$ cat src/rtl/register_file_writeback_if.sv
// Write-back / decode-stage bus of the MIPS register file.
// The decode stage (master) drives the read indices and the write-back
// request; the register file (slave) returns read data and the write count.
interface register_file_writeback_if #(
  parameter int unsigned DATA_WIDTH = 32,
  parameter int unsigned ADDR_WIDTH = 5
);
  logic                  we;
  logic [ADDR_WIDTH-1:0] waddr;
  logic [DATA_WIDTH-1:0] wdata;
  logic [ADDR_WIDTH-1:0] raddr_a;
  logic [ADDR_WIDTH-1:0] raddr_b;
  logic [DATA_WIDTH-1:0] rdata_a;
  logic [DATA_WIDTH-1:0] rdata_b;
  logic [7:0]            wr_count;

  modport master (
    output we, waddr, wdata, raddr_a, raddr_b,
    input  rdata_a, rdata_b, wr_count
  );

  modport slave (
    input  we, waddr, wdata, raddr_a, raddr_b,
    output rdata_a, rdata_b, wr_count
  );
endinterface

$ cat src/rtl/register_file_writeback.sv
// 2**ADDR_WIDTH x DATA_WIDTH MIPS general-purpose register file.
// One write-back port fanned out through a one-hot write-enable decoder,
// two independent combinational read ports, $0 hardwired to zero, and a
// saturating count of committed writes for debug.
module register_file_writeback #(
  parameter int unsigned DATA_WIDTH = 32,
  parameter int unsigned ADDR_WIDTH = 5,
  parameter int unsigned BYPASS     = 1
) (
  input  logic                     clk,
  input  logic                     reset_n,
  register_file_writeback_if.slave bus
);

  localparam int unsigned NREG = 2 ** ADDR_WIDTH;

  // Register 0 is never stored; entry 0 of the array is a constant zero.
  logic [DATA_WIDTH-1:0] r_regs [NREG];
  logic [NREG-1:1]       w_wen;
  logic                  w_commit;
  logic [7:0]            r_wr_count;
  logic                  w_fwd_a;
  logic                  w_fwd_b;
  logic [DATA_WIDTH-1:0] w_rdata_a;
  logic [DATA_WIDTH-1:0] w_rdata_b;

  // One-hot write-enable decode; index 0 has no enable so $0 writes vanish.
  always_comb begin
    w_wen = '0;
    for (int unsigned i = 1; i < NREG; i++) begin
      if (bus.we && (bus.waddr == ADDR_WIDTH'(i))) begin
        w_wen[i] = 1'b1;
      end
    end
  end

  assign w_commit  = |w_wen;
  assign r_regs[0] = '0;

  // Storage: each nonzero register loads write-back data when selected.
  for (genvar g = 1; g < NREG; g++) begin : g_reg
    always_ff @(posedge clk or negedge reset_n) begin
      if (!reset_n) begin
        r_regs[g] <= '0;
      end else if (w_wen[g]) begin
        r_regs[g] <= bus.wdata;
      end
    end
  end

  // Committed-write counter, saturating at all-ones.
  always_ff @(posedge clk or negedge reset_n) begin
    if (!reset_n) begin
      r_wr_count <= '0;
    end else if (w_commit && (r_wr_count != '1)) begin
      r_wr_count <= r_wr_count + 8'd1;
    end
  end

  // Forwarding is held off during reset so both ports read zero throughout.
  assign w_fwd_a = (BYPASS != 0) && reset_n && w_commit && (bus.waddr == bus.raddr_a);
  assign w_fwd_b = (BYPASS != 0) && reset_n && w_commit && (bus.waddr == bus.raddr_b);

  // Read port A: zero index reads zero, else forwarded or stored value.
  always_comb begin
    w_rdata_a = '0;
    if (bus.raddr_a != '0) begin
      w_rdata_a = w_fwd_a ? bus.wdata : r_regs[bus.raddr_a];
    end
  end

  // Read port B: resolved independently of port A.
  always_comb begin
    w_rdata_b = '0;
    if (bus.raddr_b != '0) begin
      w_rdata_b = w_fwd_b ? bus.wdata : r_regs[bus.raddr_b];
    end
  end

  assign bus.rdata_a  = w_rdata_a;
  assign bus.rdata_b  = w_rdata_b;
  assign bus.wr_count = r_wr_count;

endmodule

$ cat src/flat_wrapper.sv
// flat-port wrapper written by rule: the top's interface ports become plain ports
module register_file_writeback_flat 
#(
  parameter int unsigned DATA_WIDTH = 32,
  parameter int unsigned ADDR_WIDTH = 5,
  parameter int unsigned BYPASS     = 1
)
  (clk, reset_n, bus_we, bus_waddr, bus_wdata, bus_raddr_a, bus_raddr_b, bus_rdata_a, bus_rdata_b, bus_wr_count);
  register_file_writeback_if #(.DATA_WIDTH(DATA_WIDTH), .ADDR_WIDTH(ADDR_WIDTH)) bus_i ();
  input  logic clk;
  input  logic reset_n;
  input wire logic [$bits(bus_i.we)-1:0] bus_we;
  input wire logic [$bits(bus_i.waddr)-1:0] bus_waddr;
  input wire logic [$bits(bus_i.wdata)-1:0] bus_wdata;
  input wire logic [$bits(bus_i.raddr_a)-1:0] bus_raddr_a;
  input wire logic [$bits(bus_i.raddr_b)-1:0] bus_raddr_b;
  output wire logic [$bits(bus_i.rdata_a)-1:0] bus_rdata_a;
  output wire logic [$bits(bus_i.rdata_b)-1:0] bus_rdata_b;
  output wire logic [$bits(bus_i.wr_count)-1:0] bus_wr_count;
  assign bus_i.we = bus_we;
  assign bus_i.waddr = bus_waddr;
  assign bus_i.wdata = bus_wdata;
  assign bus_i.raddr_a = bus_raddr_a;
  assign bus_i.raddr_b = bus_raddr_b;
  assign bus_rdata_a = bus_i.rdata_a;
  assign bus_rdata_b = bus_i.rdata_b;
  assign bus_wr_count = bus_i.wr_count;
  register_file_writeback #(.DATA_WIDTH(DATA_WIDTH), .ADDR_WIDTH(ADDR_WIDTH), .BYPASS(BYPASS)) u_core (.clk(clk), .reset_n(reset_n), .bus(bus_i));
endmodule
$ cat config.mk
export PLATFORM = sky130hd
export DESIGN_NAME = register_file_writeback_flat
export DESIGN_NICKNAME = d
export VERILOG_FILES = /design/src/rtl/register_file_writeback_if.sv /design/src/rtl/register_file_writeback.sv /design/src/flat_wrapper.sv
export SDC_FILE = /design/constraint.sdc
export NUM_CORES = 2
export LEC_CHECK = 0
export CORE_UTILIZATION = 35
export DETAILED_ROUTE_END_ITERATION = 10
export SLEW_MARGIN = 20
export SYNTH_ARGS = -nofsm -noshare
export SYNTH_HDL_FRONTEND = slang
export SYNTH_SLANG_ARGS = --single-unit
$ cat constraint.sdc
create_clock -name clk -period 3.72 [get_ports clk]
set_input_delay 0.93 -clock clk [delete_from_list [all_inputs] [get_ports clk]]
set_output_delay 0.93 -clock clk [all_outputs]
set_load 0.01 [all_outputs]
Word level (Yosys, flattened, before mapping) --
Cells that the tools add are included.
Storage, ports and cells: flip-flop bits (word level) 1000, output and inout port bits 72, word-level logic and storage cells 150
Cells by class: add/sub/neg operators 1, $lt $le $gt $ge 2, eq/ne operators 34, mux-type cells 41, bitwise operators 2, reduce and logical (&&, ||, !) cells 38
Operators with widths (number):
- binary-select mux 32 bit (select 5 bit) | 2
- two-way mux 32 bit | 8
- == test 5 bit (second input constant) | 16
- == test 5 x 4 -> 1 bit (second input constant) | 8
- logical AND 1 bit | 35
- two-way mux 1 bit | 31
- OR reduction 31 bit | 1
- == test 5 x 3 -> 1 bit (second input constant) | 4
- greater-or-equal comparator 6 bit (second input constant) | 2
- NOT 5 -> 6 bit | 2
- == test 5 x 2 -> 1 bit (second input constant) | 2
- == test 5 bit | 2
- nonzero test 5 bit | 2
- adder 8 x 1 -> 8 bit (second input constant) | 1
- != test 8 bit (second input constant) | 1
- == test 5 x 1 -> 1 bit (second input constant) | 1

Longest topological paths before layout --
depth after elaboration 8, depth in mapped cells 10, gate-level depth less buffers 5

Worst setup path before layout --
No wires, ideal clock.
kind input -> output, start input port bus_raddr_a[1], end output port bus_rdata_a[15], arrival 2757 ps, setup slack 33 ps, stages on the path 7, cell sequence buf_2 buf_2 buf_1 mux4_2 mux4_2 o21ai_0 o21ai_0
Between the ends: cells in the longest elaborated chain, start to end 6, elaborated cells on any way between the ends 9, those cells by class eq/ne: 1; mux: 5; bitwise: 1; reduce/logical: 2
Ends and longest elaborated chain:
- from (decl) | line flat_wrapper.sv:15 | input wire logic [$bits(bus_i.raddr_a)-1:0] bus_raddr_a;
- NOT 5 -> 6 bit (not written as such) | line register_file_writeback.sv:68 | w_rdata_a = w_fwd_a ? bus.wdata : r_regs[bus.raddr_a];
- binary-select mux 32 bit (select 5 bit) | line register_file_writeback.sv:68
- two-way mux 32 bit (not written as such) (2 in a row) | line register_file_writeback.sv:68
- two-way mux 32 bit | line register_file_writeback.sv:68
- two-way mux 32 bit (*) | line register_file_writeback.sv:67 | if (bus.raddr_a != '0) begin
- to (decl) | line flat_wrapper.sv:17 | output wire logic [$bits(bus_i.rdata_a)-1:0] bus_rdata_a;
Every way passes the cells marked *; elsewhere a longest branch is shown, timed or not. The select of a mux whose other input is x is not followed.

Worst setup path in the final report --
start input port bus_raddr_b[0], end output port bus_rdata_b[21]
Between the ends: cells in the longest elaborated chain, start to end 6, elaborated cells on any way between the ends 9, those cells by class eq/ne: 1; mux: 5; bitwise: 1; reduce/logical: 2
Ends and longest elaborated chain:
- from (decl) | line flat_wrapper.sv:16 | input wire logic [$bits(bus_i.raddr_b)-1:0] bus_raddr_b;
- NOT 5 -> 6 bit (not written as such) | line register_file_writeback.sv:76 | w_rdata_b = w_fwd_b ? bus.wdata : r_regs[bus.raddr_b];
- binary-select mux 32 bit (select 5 bit) | line register_file_writeback.sv:76
- two-way mux 32 bit (not written as such) (2 in a row) | line register_file_writeback.sv:76
- two-way mux 32 bit | line register_file_writeback.sv:76
- two-way mux 32 bit (*) | line register_file_writeback.sv:75 | if (bus.raddr_b != '0) begin
- to (decl) | line flat_wrapper.sv:18 | output wire logic [$bits(bus_i.rdata_b)-1:0] bus_rdata_b;
Marked as above.

==> results by group <==
Outcome
  – Outcome: complete, but fails checks
  – Failing checks: setup timing

Critical path
  – Buf/Inv on CP: 5
  – CP max stage cell: mux4_2
  – CP delay by family, top: multiplexers
  – Cells along the critical path: buf_16 -> buf_12 -> buf_12 -> buf_16 -> mux4_2 -> mux4_2 -> a221o_1 -> buf_2
  – R2R cell count: 4
  – Crit. End Element: primary output
  – Worst path arrival time: 3.02 ns
  – R2R Setup Slk: approximately 1.8 ns
  – Crit start category: input pin
  – CP peak stage delay: 0.51 ns
  – Worst Path Max Fanout: 8
  – WS Path Type: input pin to primary output
  – R2r startpoint: u_core.bus.wr_count[3]
  – Critical Path RT: 2.79 ns
  – Critical R2R Capture: u_core.bus.wr_count[1]

Route
  – Final WL: 194000 um
  – DRT antenna net count: 0
  – Drt wl/cell: 31.3 um
  – DR iter-0 viols: 3526
  – Via density: 6.02
  – Drt pass-1 iters: 6
  – Routed vias: ~37000
  – # DRC: 0

Clock tree
  – CTS tree: done
  – Reg clk slew, reported paths: 0.06 ns
  – CTS hold repair buffers: 0
  – H-tree depth: 3
  – CTS root buf: clkbuf_16
  – Num CTS Buffers: 109
  – Clock Latency Late Sink: between 0.7 and 0.8 ns
  – Clock Sinks: 1000
  – CTS Buffer Depth: 3

Finish
  – Fill cells: 13251
  – Seq. cell area: 25000 um^2
  – Multi-input logic area: roughly 28000 um^2
  – Post-Layout Cell Count: 6183
  – Area delta synth->final: 28.4%
  – Share of cells above drive strength 1: 0.646
  – Final nets: 4119

Yosys
  – EDFF count, synth: 0
  – FF+latch count, synth: 1000
  – Asr flop ratio synth: 1.00
  – Post-Syn Area: 53600 um^2
  – Most common flop cell mapped by yosys: dfrtp_1
  – Syn_nets: approximately 3600
  – Post-Syn Instances: 3564
  – Sequential-to-total area share from yosys stat: 0.467
  – Synth warn: 0
  – Avg Cell Area, Syn: 15.0 um^2
  – Distinct cells, synth: 50

Global routing
  – GRT Total Usage: 0.252
  – Largest net degree at the start of global routing: 172
  – Vias in the first global route: 38141
  – First-pass GRT wire length: 280000 um
  – Remaining Overflow, GRT: 0
  – Initial antenna violation count: 4

Flow run
  – Max cap viols: 0

Floorplan
  – Die area: 155000 um^2
  – Standard-cell rows: around 140
  – Die W: 393 um
  – Core Area: 152000 um^2
  – Starting Density: 0.353
  – Chip height: 393 um
  – Top-Level Pins: approximately 120

STA
  – Final worst slack: -0.233 ns
  – FMAX: approximately 250 MHz
  – Worst-margin pin slew: 1.13 ns
  – Setup violators final: between 50 and 60
  – Final Cycle Share: 1.06
  – Relative slew slack: 0.245
  – Hold slack: around 0.24 ns
  – RSZ-0062 raised after global routing: true
  – Worst Skew: slightly below 0.0004 ns
  – Total negative slack: -6.59 ns
  – Final min period: 3.95 ns
  – Final Hold Viols: 0
  – Fin. max-slew vios: 0

Place
  – Pre-CTS setup slack: -1.07 ns
  – Post-DP HPWL: 113000 um
  – # placed instances: 5768
  – GP Congestion: around 0.82
  – PortBufs: 121

Min path
  – Hold Crit Class: input pin to async pin

Power
  – Static Leak: 29.6 nW
  – Worst vdd ir: 0.393 mV
  – Power density cells: 495 nW/um^2
-- layer usage --
layer,global-route usage,vias up,part of all wire
li1,-,14956,-
met1,0.353,20273,0.42
met2,0.378,1589,0.45
met3,0.0539,379,0.085
met4,0.101,8,0.039
met5,0,-,0.00025
-- layout by cell type, fill, tap and decap left out, types with 27 or more instances in the layout --
master / count
nand2_1: 67
buf_8: 30
a21oi_1: 27
clkbuf_1: 27
dfrtp_1: 1000
buf_12: 151
mux2i_1: 67
a22o_1: 46
mux2_2: 1047
buf_6: 94
buf_4: 380
o21ai_2: 33
buf_2: 43
buf_16: 34
a22oi_2: 40
mux4_2: 469
clkdlybuf4s50_1: 40
clkbuf_16: 115
-- worst max path at each step --
| stage | startpoint | endpoint | slack [ns] | depth (start not counted) |
|---|---|---|---|---|
| 2_1_floorplan | bus_raddr_a[1] | bus_rdata_a[15] | 0.03 | 7 |
| 3_3_place_gp | bus_waddr[3] | bus_rdata_b[20] | -0.99 | 8 |
| 3_5_place_dp | bus_waddr[3] | bus_rdata_b[20] | -1.07 | 8 |
| 4_1_cts | bus_raddr_b[0] | bus_rdata_b[21] | -0.29 | 8 |
| 5_1_grt | bus_raddr_b[0] | bus_rdata_b[20] | -0.26 | 8 |
| 6_report | bus_raddr_b[0] | bus_rdata_b[21] | -0.23 | 8 |
-- kinds of logic after synthesis --
family,share of synthesized area
buffers and inverters,0.0315
and+or+nand+nor,0.0182
DFF,0.467
muxes,0.434
xor gates and xnor gates,0.00278
adders and majority gates,0.000233
AOI/OAI and AO/OA,0.0464
-- repair_timing --
| action | in CTS | in global routing |
|---|---|---|
| buffers inserted | 167 | 69 |
| pin swaps | 123 | 122 |
| endpoints found under the setup margin | 64 | 64 |
| cloned | 27 | 4 |
| gates resized for setup | 680 | 175 |
-- metrics by stage --
step	total power [mW]	instance area (um^2)	utilization
floorplan	19.4	53600	-
global placement	21.9	60700	0.400
detailed placement	22.2	60700	0.400
CTS	33.9	67800	0.447
global route	35.4	68800	0.453
finish	34.1	68800	0.453
-- sequential cells by signal, summed over array words and instances, names as in the netlist --
register             cells
u_core.bus.wr_count      8
u_core.r_regs          992
-- final cells by class --
class | instances | share of cell area
sequential | 1000 | 0.364
clock buffer | 158 | 0.0457
timing repair buffer | 783 | 0.133
tap | 2030 | 0.0369
clock inverter | 37 | 0.00702
multi-input combinational | 2171 | 0.414
antenna | 1 | 0.0000364
inverter | 3 | 0.000164
-- Yosys cell counts (all sizes together), types with 29 or more instances --
library cell | instances | share of area
mux4 | 469 | 0.20
mux2i | 75 | 0.014
o21ai | 72 | 0.0067
a22o | 51 | 0.0083
nor2 | 34 | 0.0024
mux2 | 1060 | 0.22
dfrtp | 1000 | 0.47
a21oi | 34 | 0.0032
o22ai | 29 | 0.0034
clkbuf | 246 | 0.017
buf | 144 | 0.014
nand2 | 82 | 0.0057
a22oi | 57 | 0.0080
-- where the power goes --
part           total, mW  internal (mW)  switching, mW
registers           14.6           13.0           1.59
clock network       11.2           6.53           4.71
logic               8.21           5.01           3.20
total               34.1           24.6           9.51
-- worst reg2reg max path, stage by stage (launching register included) --
cell and delay (ns):
dfrtp_1 0.41, and3_1 0.23, and3_1 0.20, a31oi_1 0.55, mux2_2 0.40
Power figures use the tool's default switching activity.
